`src/rtl/demux4_stream_pkg.sv`:
```
// Shared constants and helpers for the four-way stream demultiplexer.
// Channel count, select width and per-channel FIFO sizing live here so the top and FIFO agree.
package demux_pkg;

    localparam int NCH        = 4;
    localparam int SEL_W      = 2;
    localparam int FIFO_DEPTH = 2;
    localparam int CNT_W      = 2;

    typedef logic [SEL_W-1:0] sel_t;
    typedef logic [NCH-1:0]   chvec_t;

    // Turns a channel number into a one-hot channel vector.
    function automatic chvec_t sel_onehot(input sel_t s);
        chvec_t v;
        v    = '0;
        v[s] = 1'b1;
        return v;
    endfunction

endpackage

```
`src/rtl/demux4_stream_fifo2.sv`:
```
// Two-entry FIFO that buffers one output channel of the demultiplexer.
// A push while full and a pop while empty are ignored, so callers may present raw requests.
module fifo2
    import demux_pkg::*;
#(
    parameter int WIDTH = 32
) (
    input  logic             clk,
    input  logic             rst,
    input  logic             push,
    input  logic [WIDTH-1:0] push_data,
    input  logic             pop,
    output logic             full,
    output logic             empty,
    output logic [WIDTH-1:0] head
);

    logic [WIDTH-1:0] mem [FIFO_DEPTH];
    logic             wptr;
    logic             rptr;
    logic [CNT_W-1:0] count;
    logic             do_push;
    logic             do_pop;

    assign full    = (count == CNT_W'(FIFO_DEPTH));
    assign empty   = (count == '0);
    assign do_push = push && !full;
    assign do_pop  = pop && !empty;
    assign head    = mem[rptr];

    // A simultaneous push and pop leaves the count unchanged; the pointers still advance.
    always_ff @(posedge clk) begin
        if (rst) begin
            mem[0] <= '0;
            mem[1] <= '0;
            wptr   <= 1'b0;
            rptr   <= 1'b0;
            count  <= '0;
        end else begin
            if (do_push) begin
                mem[wptr] <= push_data;
                wptr      <= ~wptr;
            end
            if (do_pop) begin
                rptr <= ~rptr;
            end
            case ({do_push, do_pop})
                2'b10:   count <= count + CNT_W'(1);
                2'b01:   count <= count - CNT_W'(1);
                default: count <= count;
            endcase
        end
    end

endmodule

```
`src/rtl/demux4_stream.sv`:
```
// Steers one valid/ready input stream into four buffered valid/ready output channels.
// in_ready depends only on in_sel and registered fill state, never on the consumers.
module demux4_stream
    import demux_pkg::*;
#(
    parameter int WIDTH = 32
) (
    input  logic             clk,
    input  logic             rst,
    input  logic             in_valid,
    output logic             in_ready,
    input  logic [WIDTH-1:0] in_data,
    input  logic [SEL_W-1:0] in_sel,
    output logic [NCH-1:0]   out_valid,
    input  logic [NCH-1:0]   out_ready,
    output logic [WIDTH-1:0] out_data0,
    output logic [WIDTH-1:0] out_data1,
    output logic [WIDTH-1:0] out_data2,
    output logic [WIDTH-1:0] out_data3
);

    chvec_t           full;
    chvec_t           empty;
    chvec_t           push_vec;
    chvec_t           pop_vec;
    logic [WIDTH-1:0] head [NCH];

    assign in_ready  = ~full[in_sel];
    assign out_valid = ~empty;
    assign pop_vec   = out_valid & out_ready;

    // With in_valid low the push vector stays zero whatever in_sel holds.
    always_comb begin
        push_vec = '0;
        if (in_valid && in_ready) begin
            push_vec = sel_onehot(in_sel);
        end
    end

    for (genvar k = 0; k < NCH; k++) begin : g_ch
        fifo2 #(
            .WIDTH(WIDTH)
        ) u_fifo (
            .clk      (clk),
            .rst      (rst),
            .push     (push_vec[k]),
            .push_data(in_data),
            .pop      (pop_vec[k]),
            .full     (full[k]),
            .empty    (empty[k]),
            .head     (head[k])
        );
    end

    assign out_data0 = head[0];
    assign out_data1 = head[1];
    assign out_data2 = head[2];
    assign out_data3 = head[3];

endmodule
```
`config.mk`:
```
export PLATFORM = sky130hd
export DESIGN_NAME = demux4_stream
export DESIGN_NICKNAME = d
export VERILOG_FILES = /design/src/rtl/demux4_stream_pkg.sv /design/src/rtl/demux4_stream_fifo2.sv /design/src/rtl/demux4_stream.sv
export SDC_FILE = /design/constraint.sdc
export NUM_CORES = 1
export LEC_CHECK = 0
export CORE_UTILIZATION = 45
export CTS_CLUSTER_DIAMETER = 80
export DETAILED_ROUTE_END_ITERATION = 10
export PLACE_DENSITY = 0.68
export SLEW_MARGIN = 0
export SYNTH_ARGS = -nofsm -noshare
export SYNTH_HDL_FRONTEND = slang
export SYNTH_HIERARCHICAL = 1
export SYNTH_SLANG_ARGS = --single-unit
```
`constraint.sdc`:
```
create_clock -name clk -period 3.45 [get_ports clk]
set_clock_uncertainty 0.2 [all_clocks]
set_input_delay 0.69 -clock clk [delete_from_list [all_inputs] [get_ports clk]]
set_output_delay 0.69 -clock clk [all_outputs]
set_load 0.01 [all_outputs]
```
==> results of run 1 <==
worst max-delay path, stage by stage:
cell,delay [ps]
clkdlybuf4s50_1,570
mux4_2,530
inv_1,70
clkdlybuf4s50_1,520
logic make-up after synthesis:
| kind of cell | after synthesis | share of synthesized area (%) |
|---|---|---|
| buffers and inverters | 73 | 3.33 |
| multiplexers | 129 | 11.9 |
| AND/OR/NAND/NOR | 437 | 16.8 |
| flip-flops | 276 | 65.8 |
| AO/OA/AOI/OAI | 20 | 0.896 |
| adder cells (fa/ha/maj) | 4 | 0.407 |
| XOR/XNOR | 12 | 0.855 |
cell usage in the layout (no fill, tap or decap), types with 3 or more instances in the layout:
cell type / netlist / layout
clkinv_2: 0 / 3
nand2_1: 5 / 5
o21ai_0: 8 / 8
buf_4: 0 / 26
xor2_1: 4 / 4
or3_1: 8 / 8
clkinv_1: 0 / 3
xnor2_1: 8 / 8
nand2b_1: 136 / 136
clkbuf_1: 32 / 9
nor2_2: 4 / 4
nor2b_1: 4 / 4
o21a_1: 4 / 4
edfxtp_1: 256 / 256
dfxtp_1: 20 / 20
nand2b_2: 4 / 4
clkbuf_8: 0 / 4
a21oi_1: 8 / 8
buf_12: 0 / 11
nor2_1: 268 / 268
inv_2: 4 / 4
inv_1: 9 / 9
nand3_1: 4 / 4
clkdlybuf4s50_1: 0 / 172
clkbuf_16: 0 / 29
ha_1: 4 / 4
mux2_2: 128 / 128
cells in the mapped netlist (all sizes together), types with 4 or more instances:
| cell | count |
|---|---|
| nor2 | 272 |
| edfxtp | 256 |
| nand2b | 140 |
| mux2 | 128 |
| clkbuf | 32 |
| buf | 28 |
| dfxtp | 20 |
| inv | 13 |
| a21oi | 8 |
| o21ai | 8 |
| or3 | 8 |
| xnor2 | 8 |
| nand2 | 5 |
| ha | 4 |
| nand3 | 4 |
| nor2b | 4 |
| o21a | 4 |
| xor2 | 4 |
per-layer routing:
layer  global-route usage (%)  share of wire (%)  up-vias  routed length (um)
li1                         -                  -     3621                   -
met1                     30.4                 43     3831               12900
met2                     35.4                 48      297               14500
met3                     2.86                7.0       34                2120
met4                     6.18                2.3        0                 701
met5                        0                  0        -                   0
area by class of cell:
class / count / area share, %
clock buffer: 42 / 5.31
clock inverter: 7 / 0.220
inverter: 13 / 0.318
multi-input combinational: 602 / 24.7
sequential: 276 / 52.7
tap: 341 / 2.78
timing repair buffer: 209 / 13.9
worst min path at each step:
| stage | from | endpoint | slack (ps) | cells past startpoint |
|---|---|---|---|---|
| floorplan | g_ch[0].u_fifo/wptr | g_ch[0].u_fifo/wptr | 260 | 2 |
| global placement | g_ch[2].u_fifo/wptr | g_ch[2].u_fifo/wptr | 270 | 2 |
| detailed placement | g_ch[3].u_fifo/wptr | g_ch[3].u_fifo/wptr | 280 | 2 |
| CTS | g_ch[3].u_fifo/wptr | g_ch[3].u_fifo/wptr | 290 | 2 |
| global route | g_ch[1].u_fifo/wptr | g_ch[1].u_fifo/wptr | 320 | 2 |
| finish | g_ch[3].u_fifo/wptr | g_ch[3].u_fifo/wptr | 290 | 2 |
power by group through the flow:
stage               sequential, W  combinational, W  clock [W]
floorplan                 0.00390          0.000356          0
global placement          0.00390          0.000752          0
detailed placement        0.00391          0.000757          0
CTS                       0.00384          0.000761    0.00283
global route              0.00385          0.000800    0.00297
finish                    0.00384          0.000754    0.00278
flip-flops by register name, indices dropped and copies added, names as in the netlist, named ones only:
register	cells
g_ch.u_fifo/mem	256
g_ch.u_fifo/count	8
g_ch.u_fifo/rptr	4
g_ch.u_fifo/wptr	4
through the flow:
step,hold slack [ps],total power (W),instance area [um^2],std cells
after floorplan,263,0.00426,12300,951
after global placement,272,0.00465,14500,1441
after detailed placement,279,0.00467,14500,1441
after CTS,287,0.00743,15300,1490
after global routing,322,0.00762,15300,1490
final,288,0.00737,15300,1490
==> impl_summary.md, run 1 <==
Clock tree
The clock buffer count from CTS is 28. The number of setup buffers added after CTS is 0. Clock tree synthesis found a total of around 280 sinks. The clock tree from TritonCTS is yes. The total of hold buffers inserted after clock tree synthesis is 0. The post-CTS resize count is 0. The source-to-sink clock delay at the later pin of the worst-skew pair is between 500 and 600 ps. The number of H-tree branching levels is 1. The clock passes through at most 3 buffers. The clock-pin slew of the registers on the worst-case setup and hold paths is roughly 60 ps. The cell at the root of the clock tree is clkbuf_16.

Logic synthesis
The average cell area after synthesis is between 10 and 15 um^2. For this run, asynchronously set or reset flops after synthesis account for 0%. After synthesis the cells add up to approximately 12000 um^2. In the synthesized netlist the dominant register cell turns out to be edfxtp_1. Ranked by total cell area, the synthesized netlist is headed by edfxtp_1 (63%), mux2_2 (12%), nor2_1 (8.2%). Yosys mapped a number of flops with a built-in enable equal to 256. In this run, distinct cell masters in the synthesized netlist total 27. After technology mapping, the gate count stands at 951. The cell taking the most area after synthesis is edfxtp_1. The total nets after synthesis is ~1000.

The top cell type's share of synthesized area is between 60% and 70%. Yosys printed 6 warnings. The sequential share of the synthesized area is 65.8%. In this run, synthesis produced a sequential element count of about 280.

Power and ir drop
The sequential power share is 52.1%. In this run the power spent charging and discharging nets is 0.00160 W. Dividing total power by cell area gives a power density of around 480 nW/um^2. The fraction of power spent switching nets is 21.7%. Across the VDD grid, the largest voltage drop is 0.000247 V.

Combinational logic burns 10.2% of the power. The fraction of power consumed by the clock network is 37.7%. Summed over all cells, the static leakage comes to 5.47 nW.

Cell internal power was estimated by the tool at 0.00577 W.

Setup path
The critical path required time is 2560 ps. The startpoint identified for the worst register-to-register timing path is g_ch[2].u_fifo/count[0]. The worst register-to-register path has a setup slack of 1000 ps. The critical path in this run is classified as input port to output port. For the worst flop-to-flop path, the logic depth is 8. STA classifies the critical path endpoint as an output port. For the worst setup path, the data arrival time is 2380 ps.

STA classifies the critical path startpoint as an input port. The end of the worst register-to-register path is g_ch[2].u_fifo/mem[0][3]. Along the worst path, the maximum fanout reaches 5.

In this run the worst setup path terminates at in_ready. The critical path startpoint is in_sel[0].

Timing
At the pin with the least slew margin, the transition time is 537 ps. For this run, the top clock speed supported by timing is 0.306 GHz. The post-route fraction of the period consumed by the critical path is 94.9%.

The final sum of negative setup slack is 0 ps. The hold violation count in the final report is 0. The setup slack after layout is 177 ps. Setup repair after global routing left no endpoint under its margin. Setup violations remaining at the end of the flow were counted as 0.

After layout, the minimum clock period comes to between 3000 and 4000 ps. The worst slew slack as a fraction of its limit is 64.1%. The number of pins with negative max-slew slack in the final report is 0.

Floorplanning
The effective utilization at floorplan is 45.7%. During I/O placement, the number of pins put on the boundary was about 170. The floorplan step defined a die boundary enclosing 28000 um^2. The die height is 167 um.

After floorplanning, the core was sized to cover 26900 um^2. The number of cell rows is 60. The die width is 167 um.

Global routing
The number of antenna violations at the first check in global routing was 0. For this run the aggregate overflow at the end of global routing stands at 0. The first global-routing pass estimated 44.6 mm of wire. For this run, the total global-route usage over all layers was measured as 21.7%. The maximum number of pins on one net before global-route repair is between 50 and 60.

The via count of the first global-routing pass is 7580.

Placed design
At the end of routability-driven placement, the weighted congestion stood at 0.782. The number of buffers inserted by port buffering is 173. The pre-CTS setup slack is 179 ps. Detailed placement finished with a half-perimeter wire length of between 15 and 20 mm.

Drt
The total via count after detailed routing is 7783. For this block, the initial DRC count from the detailed router was 644. Using the TritonRoute via totals, the vias-per-cell ratio works out to about 5.2. The count of nets left with antenna violations once routing finished came out at 0.

In the final routed layout, each cell accounts on average for ~20 um. The number of iterations in the first detailed-routing pass is 4. The wire length after detailed routing is 30.2 mm. For this run, design rule violations remaining after detail routing come to 0.

Flow run
Across the run, the number of max-cap violations was 0.

Final layout
The post-route core utilization is 57.1%. After the last flow step, the layout net total stands at 1175. The flip-flop and latch area is 8090 um^2. Compared with the post-synthesis result, the final layout area differs by 24.8%. The number of antenna diodes in the final layout is 0.

The footprint of the multi-input gates is about 3800 um^2. The share of layout cells above drive strength 1 is 18.7%. The final-layout fill cell count is 2208.

Worst hold path
The classification of the worst-slack hold path is flip-flop to flip-flop.

Status
The run finished with clean final reports.
Power figures use the tool's default switching activity.
==> run 2: changes to the inputs <==
--- a/config.mk
+++ b/config.mk
@@ -8,7 +8,9 @@
 export CORE_UTILIZATION = 45
 export CTS_CLUSTER_DIAMETER = 80
 export DETAILED_ROUTE_END_ITERATION = 10
+export GPL_TIMING_DRIVEN = 0
 export PLACE_DENSITY = 0.68
+export SKIP_LAST_GASP = 1
 export SLEW_MARGIN = 0
 export SYNTH_ARGS = -nofsm -noshare
 export SYNTH_HDL_FRONTEND = slang
==> impl_summary.md, run 2 (same netlist as run 1, synthesis figures left out) <==
Timing
Static timing analysis puts the maximum clock frequency at 0.302 GHz. The post-route fraction of the period consumed by the critical path is between 90% and 100%. The number of pins with negative max-slew slack in the final report is 0. Counting I/O delays and the setup requirement, the final critical path takes 3310 ps. Setup slack on the critical path of the routed design comes to between 100 and 150 ps. The hold violation count in the final report is 0. The worst slew slack as a fraction of its limit is 39.5%. The pin slew with the least headroom to its limit is 907 ps.

Setup repair after global routing left no endpoint under its margin. Setup violations remaining at the end of the flow were counted as 0.

Final layout
The flip-flop count of the largest register, all copies and words added is roughly 260. The post-route netlist has 18.1% of its cells at a drive strength greater than 1. After the last flow step, the layout net total stands at around 1200.

The largest registers in the layout are g_ch.u_fifo/mem: 256 flops, g_ch.u_fifo/count: 8 flops. Excluding fillers, the count of instances in the completed layout stands at 1515. The library cell used most frequently in the layout, excluding fill and tap cells, is nor2_1. The largest register by flop count is g_ch.u_fifo/mem. The design area is 15300 um^2. From synthesis to final layout, the design area changed by 24.7%. The count of inserted antenna diode cells is 0.

The top cell types in the final layout, fill and taps aside, are nor2_1 (268), edfxtp_1 (256), clkdlybuf4s50_1 (172).

Clock tree
The total of hold buffers inserted after clock tree synthesis is 0. The post-CTS setup repair buffer count is 0. The cell sitting at the root of the clock tree is a clkbuf_16. In this run the deepest clock path goes through 3 buffers. Clock latency on the worst-skew pair, taken at its later pin, is 530 ps.

Clock tree synthesis found a total of ~280 sinks. Clock tree synthesis inserted a total of 28 buffers. After clock tree synthesis, the clock-pin slew on the worst setup and hold paths is roughly 60 ps. TritonCTS built the clock tree. The number of H-tree branching levels is 1.

Drt
Detailed routing inserted a total of just under 8000 vias. The uppermost layer routed is met4. The starting DRC count in detailed routing is 635. The number of iterations in the first detailed-routing pass is 5. The sum of met2 wire segment lengths after detailed routing is 14.4 mm. In the routed design, unresolved DRC markers number 0. The routed design uses 2.01 mm of met3 wire. In the final routing, the length of wire on met1 measures 13.4 mm.

The via count normalized by instance count is between 5 and 6. The routed wirelength normalized by instance count is 20.3 um. The wire length after detailed routing is 30.8 mm. The remaining antenna violation count is 0.

Placed design
The post-detailed-placement cell area is 14500 um^2. Detailed placement ended at an HPWL of 19.8 mm. The final RePlAce weighted congestion is slightly below 0.8. The number of cells after detailed placement is 1464. At the placement stage, the worst setup path has a slack of -471 ps.

In this run the tool buffered the top-level ports with 172 buffer cells.

Global routing
The total global-route track usage is 21.8%. The overflow left after global routing is 0. The number of antenna violations at the first check in global routing is 1. The maximum number of pins on one net before global-route repair is 33. The via count of the first global-routing pass came to 7460. The wire length of the first global-routing pass is 44.5 mm.

Worst hold path
For hold timing, the worst endpoint is g_ch[0].u_fifo/wptr. The classification of the worst-slack hold path is flip-flop to flip-flop. The number of cells on the worst hold path is 2. The startpoint identified for the worst hold timing path is g_ch[0].u_fifo/wptr.

Setup path
The critical setup path kind is input port to output port. The setup slack of the worst register-to-register path is 330 ps. The peak fanout along the critical path is 5. The endpoint arrival time on the critical path is 2420 ps. The critical path required time is 2560 ps.

The element type at the critical path end is an output port. The depth of the most critical reg-to-reg path is 7. The origin of the critical flop-to-flop path is g_ch[3].u_fifo/count[0]. The endpoint identified for the worst register-to-register timing path is g_ch[3].u_fifo/mem[0][24]. The worst setup path is launched from an input port.

Power and ir drop
The leakage power total is between 5 and 6 nW. The areal power density over the cells is between 400 and 500 nW/um^2. The fraction of power spent switching nets is 21.8%. VDD sags by at most ~0.00036 V.

The sequential power share is roughly half. The switching power of the nets is between 0.0015 and 0.002 W. The design draws 0.00745 W. The power share of the combinational group is approximately a tenth. Internal power comes to between 0.005 and 0.006 W.

The fraction of power consumed by the clock network is 38.6%.

Floorplanning
The initial utilization of the core area, before any placement, comes to 45.7%. For this design the top-level I/O count stands at 174. The floorplan step set the die height to 167 um. From left edge to right edge, the die measures 167 um. The number of cell rows is 60. The area of the die is between 20000 and 30000 um^2.

The core area is 26900 um^2.

Status
The run finished with clean final reports.

Flow run
The max-capacitance violation count is 0.
## run 2: cell count changes in the layout (fill, tap and decap cells not counted), sizes merged
| cell | before | now |
|---|---|---|
| clkinvlp | 1 | 0 |
| buf | 37 | 28 |
| clkinv | 6 | 8 |
| clkbuf | 42 | 73 |
| bufinv | 0 | 2 |
## run 2: worst max-delay path, cell delays in order
cell and delay [ps]:
clkdlybuf4s50_1 590, mux4_2 530, inv_1 60, clkdlybuf4s50_1 540
## run 2: power groups by stage
stage	Sequential, W	Combinational (W)	Clock, W
floorplan	0.00390	0.000356	0
global placement	0.00391	0.000733	0
detailed placement	0.00391	0.000736	0
CTS	0.00384	0.000741	0.00292
global route	0.00386	0.000780	0.00304
finish	0.00384	0.000734	0.00288
## run 2: worst max path at each step
stage                     depth (start not counted)  slack, ps       from                   endpoint
after floorplan                                   5        410  in_sel[1]   g_ch[0].u_fifo/mem[0][0]
after global placement                            6      -1040  in_sel[0]  g_ch[1].u_fifo/mem[0][28]
after detailed placement                          6       -470  in_sel[0]  g_ch[1].u_fifo/mem[0][26]
after CTS                                         6         90  in_sel[0]  g_ch[1].u_fifo/mem[0][14]
after global routing                              7         20  in_sel[1]  g_ch[3].u_fifo/mem[0][24]
final                                             4        140  in_sel[0]                   in_ready
## run 2: cell type report
class                      instances  area [um^2]
buffer                            60          360
tap                              341          427
inverter                          13         48.8
clock inverter                    10         93.8
fill                            2209        11500
timing repair buffer             172         1720
sequential                       276         8090
clock buffer                      41          771
multi-input combinational        602         3820
## run 2: what timing repair did
action                                  4_1_cts  5_1_grt
resized for setup                             0        1
endpoints found under the hold margin         0        0
endpoints found under the setup margin        0       32
## run 2: layer usage
layer,vias to the layer above,track usage [%]
met5,-,0
met4,0,7.30
met3,53,2.58
met2,277,35.2
met1,3789,30.7
li1,3689,-
## run 2: per-stage QoR
stage | TNS (ps) | hold slack, ps | utilization (%)
after global placement | -180070 | 271 | 53.7
final | 0 | 296 | 57.0
after CTS | 0 | 295 | 57.0
after global routing | 0 | 326 | 57.0
after floorplan | 0 | 263 | -
after detailed placement | -51860 | 281 | 53.8
==> run 3: changes to the inputs <==
--- a/config.mk
+++ b/config.mk
@@ -14,5 +14,4 @@
 export SLEW_MARGIN = 0
 export SYNTH_ARGS = -nofsm -noshare
 export SYNTH_HDL_FRONTEND = slang
-export SYNTH_HIERARCHICAL = 1
 export SYNTH_SLANG_ARGS = --single-unit
==> impl_summary.md, run 3 <==
Timing
Headroom to the max-slew limit came out at 33.2%. Counting I/O delays and the setup requirement, the final critical path takes 3330 ps. The number of failing setup endpoints in the final timing report is 0. The post-route fraction of the period consumed by the critical path is 96.6%.

The upper clock frequency limit is 0.300 GHz. At the pin with the least slew margin, the transition time is 1000 ps. Setup repair after global routing left no endpoint under its margin. The number of pins with negative max-slew slack in the final report is 0.

The hold violation count in the final report is 0.

Setup path
The endpoint arrival time on the critical path is 2440 ps. Of all nets on the critical path, the largest fanout is 10. The largest single stage delay on the critical path is about 480 ps. The startpoint kind of the worst setup timing path is a flip-flop. The worst setup path is captured at an output port. The critical path is of the flip-flop to output port type.

Among cell families on the critical path, the largest total delay comes from buffers and inverters. For the worst setup path, the data required time is 2560 ps. The critical path contains buffers and inverters numbering 3 combined. The critical path goes through clkbuf_1 > buf_2 > mux2_2 > clkdlybuf4s50_1. The slowest stage of the critical path is the clkdlybuf4s50_1 cell.

Global routing
The number of antenna violations at the first check in global routing came to 1. The global routing met1 resource utilization is 31.1%. After global routing the overflow that remains totals 0. The first global-routing pass estimated 43.2 mm of wire. The global routing usage on met2 is 34.5%. The maximum number of pins on one net before global-route repair is 33. The via count of the first global-routing pass is ~7300. The met3 routing resource usage after global routing is 3.19%. met2 is the most crowded layer. For this run, the total global-route usage over all layers was measured as 21.8%.

Final layout
Excluding fillers, the count of instances in the completed layout stands at 1396. 0 antenna diodes ended up in the layout. The area growth from synthesis to layout is 26.4%. In the final layout, the share of cells above drive strength 1 is between 20 and 25%. The largest registers in the layout are g_ch.u_fifo.mem: 256 flops, g_ch.u_fifo.count: 8 flops.

The flip-flop count of the largest register, all copies and words added is 256. The flip-flop and latch area is 8090 um^2. The library cells used most frequently in the layout, excluding fill and tap cells, are edfxtp_1 (256), clkdlybuf4s50_1 (171), mux2_2 (130).

The leading cell type in the layout, fill and taps excluded is edfxtp_1. Summing all multi-input logic gate instances after layout gives about 3600 um^2. The final-layout fill cell count is 2108.

The register with the most flip-flops in the final layout is g_ch.u_fifo.mem. The final layout contains 1085 nets.

Floorplanning
The number of cell rows is 59. The effective utilization at floorplan is roughly 46%. The die covers between 20000 and 30000 um^2. The number of primary I/O pins is 174. After floorplanning, the core was sized to cover 26100 um^2.

Measured along the x axis, the die boundary spans 165 um. The die height is about 160 um.

Power and ir drop
Dividing total power by cell area gives a power density of 556 nW/um^2. The completed layout was analyzed and its total power is 0.00838 W. The leakage power total is 5.48 nW. The peak supply drop is 0.000325 V.

Logic synthesis
In this run, synthesis produced a sequential element count of about 280. The synthesized netlist devotes 0.912% of its cell area to compound gates. The area share of fa/ha/maj cells after synthesis is 0.419%. The sequential share of the synthesized area is 67.8%. The post-synthesis share of cell area spent on xor and xnor gates is less than 1%. The most frequently used cell type in the post-synthesis netlist is edfxtp_1. The synthesized netlist occupies a cell area of 11900 um^2. The top cell type's share of synthesized area is 64.4%.

Counting flops with a built-in enable in the synthesized netlist gives 256. The synthesized netlist devotes 15.5% of its cell area to simple gates. The commonest cells after synthesis are edfxtp_1 (256), mux2_2 (130), and2_1 (129), nor2_1 (119), nand2b_1 (39). The fraction of synthesized area in multiplexers is 12.4%. The largest family of logic cells by synthesized area is simple AND/OR/NAND/NOR gates.

After synthesis, the cell types taking the most area are edfxtp_1 (64%), mux2_2 (12%), and2_1 (6.8%). The biggest area contributor in the post-synthesis netlist is edfxtp_1. In the synthesized netlist the async set-or-reset flop fraction comes to 0%.

For this run, the leading register cell type out of synthesis is edfxtp_1. The total nets after synthesis is 880. After synthesis, the mean cell area works out to between 10 and 15 um^2. The number of cells produced by synthesis is 835. The synthesized netlist contains 36 unique library cells. The count of yosys warnings during synthesis is 0.

Clock tree
The tree is rooted in a clkbuf_16. The clock-pin slew of the registers on the worst-case setup and hold paths is 60 ps. The number of clock sinks is 276. The number of hold buffers added after CTS was 0.

The source-to-sink clock delay at the later pin of the worst-skew pair is 530 ps. The number of H-tree branching levels is 1. The clock tree from TritonCTS is yes. The clock buffer count from CTS is 28. The clock passes through at most 3 buffers.

Drt
In the final routed layout, each cell accounts on average for 20.9 um. The via count normalized by instance count is 5.19. After detailed routing, the number of remaining DRC violations is 0.

The remaining antenna violation count is 0. Summing over every cut layer, the via total after detailed routing is around 7200. The number of iterations in the first detailed-routing pass is 5.

Wires add up to 29.1 mm. After the first detailed-routing iteration, the DRC count stood at 510.

Placed design
The final RePlAce weighted congestion is 0.773. Summed over all nets, the half-perimeter wirelength after detailed placement is 19.0 mm. The number of buffers inserted by port buffering is ~170.

The number of cells after detailed placement is 1345.

Status
The run finished with clean final reports.

Worst hold path
The tightest min-delay check is of the flip-flop to flip-flop type.

Flow run
Max-cap violations in this run came to 0.
-- run 3: cells by family (layout without fill, tap and decap cells) --
logic type / Yosys count / after routing
adder cells (fa/ha/maj): 4 / 4
multiplexers: 132 / 132
flip-flops: 276 / 276
AND/OR/NAND/NOR: 341 / 341
buffers and inverters: 52 / 278
AO/OA/AOI/OAI: 18 / 18
XOR/XNOR: 12 / 12
-- run 3: per-stage QoR --
step	utilization [%]	hold WS (ps)	setup slack, ps	TNS (ps)	area [um^2]
CTS	57.9	289	32.6	0	15100
global placement	54.0	264	-680	-81000	14100
global route	57.9	315	5.21	0	15100
finish	57.9	285	119	0	15100
detailed placement	54.4	280	-120	-3740	14200
floorplan	-	252	555	0	11900
-- run 3: final cells by class --
cell class / instances / area share [%]
Buffer: 51 / 1.72
Clock buffer: 37 / 5.01
Clock inverter: 14 / 0.929
Inverter: 1 / 0.0249
Multi-Input combinational cell: 507 / 23.9
Sequential cell: 276 / 53.6
Tap cell: 335 / 2.78
Timing Repair Buffer: 175 / 12.0
-- run 3: metal layers --
metal  share of wire, %  up-vias
li1                   -     3360
met4                2.6        2
met1                 44     3573
met3                6.5       55
met5              0.058        -
met2                 47      251
-- run 3: worst register-to-register path: stages (launching register included) --
cell	delay, ps
dfxtp_1	420
nor2b_1	120
nor3_1	670
or2_2	900
-- run 3: power by group --
part	switching, W	internal [W]
Clock	0.00121	0.00176
Sequential	0.0000628	0.00384
Combinational	0.000732	0.000777
Total	0.00200	0.00637
-- run 3: timing repair --
item | in CTS | in global routing
resized for setup | 16 | 2
buffers inserted | 0 | 0
endpoints found under the setup margin | 120 | 5
-- run 3: final timing paths --
path | start | endpoint | slack, ps | depth (start not counted)
max | flip-flop | out_data2[12] | 120 | 4
min | g_ch[1].u_fifo.wptr | g_ch[1].u_fifo.wptr | 290 | 2
max reg2reg | g_ch[1].u_fifo.count[0] | g_ch[1].u_fifo.mem[1][24] | 750 | 3
min reg2reg | g_ch[1].u_fifo.wptr | g_ch[1].u_fifo.wptr | 290 | 2
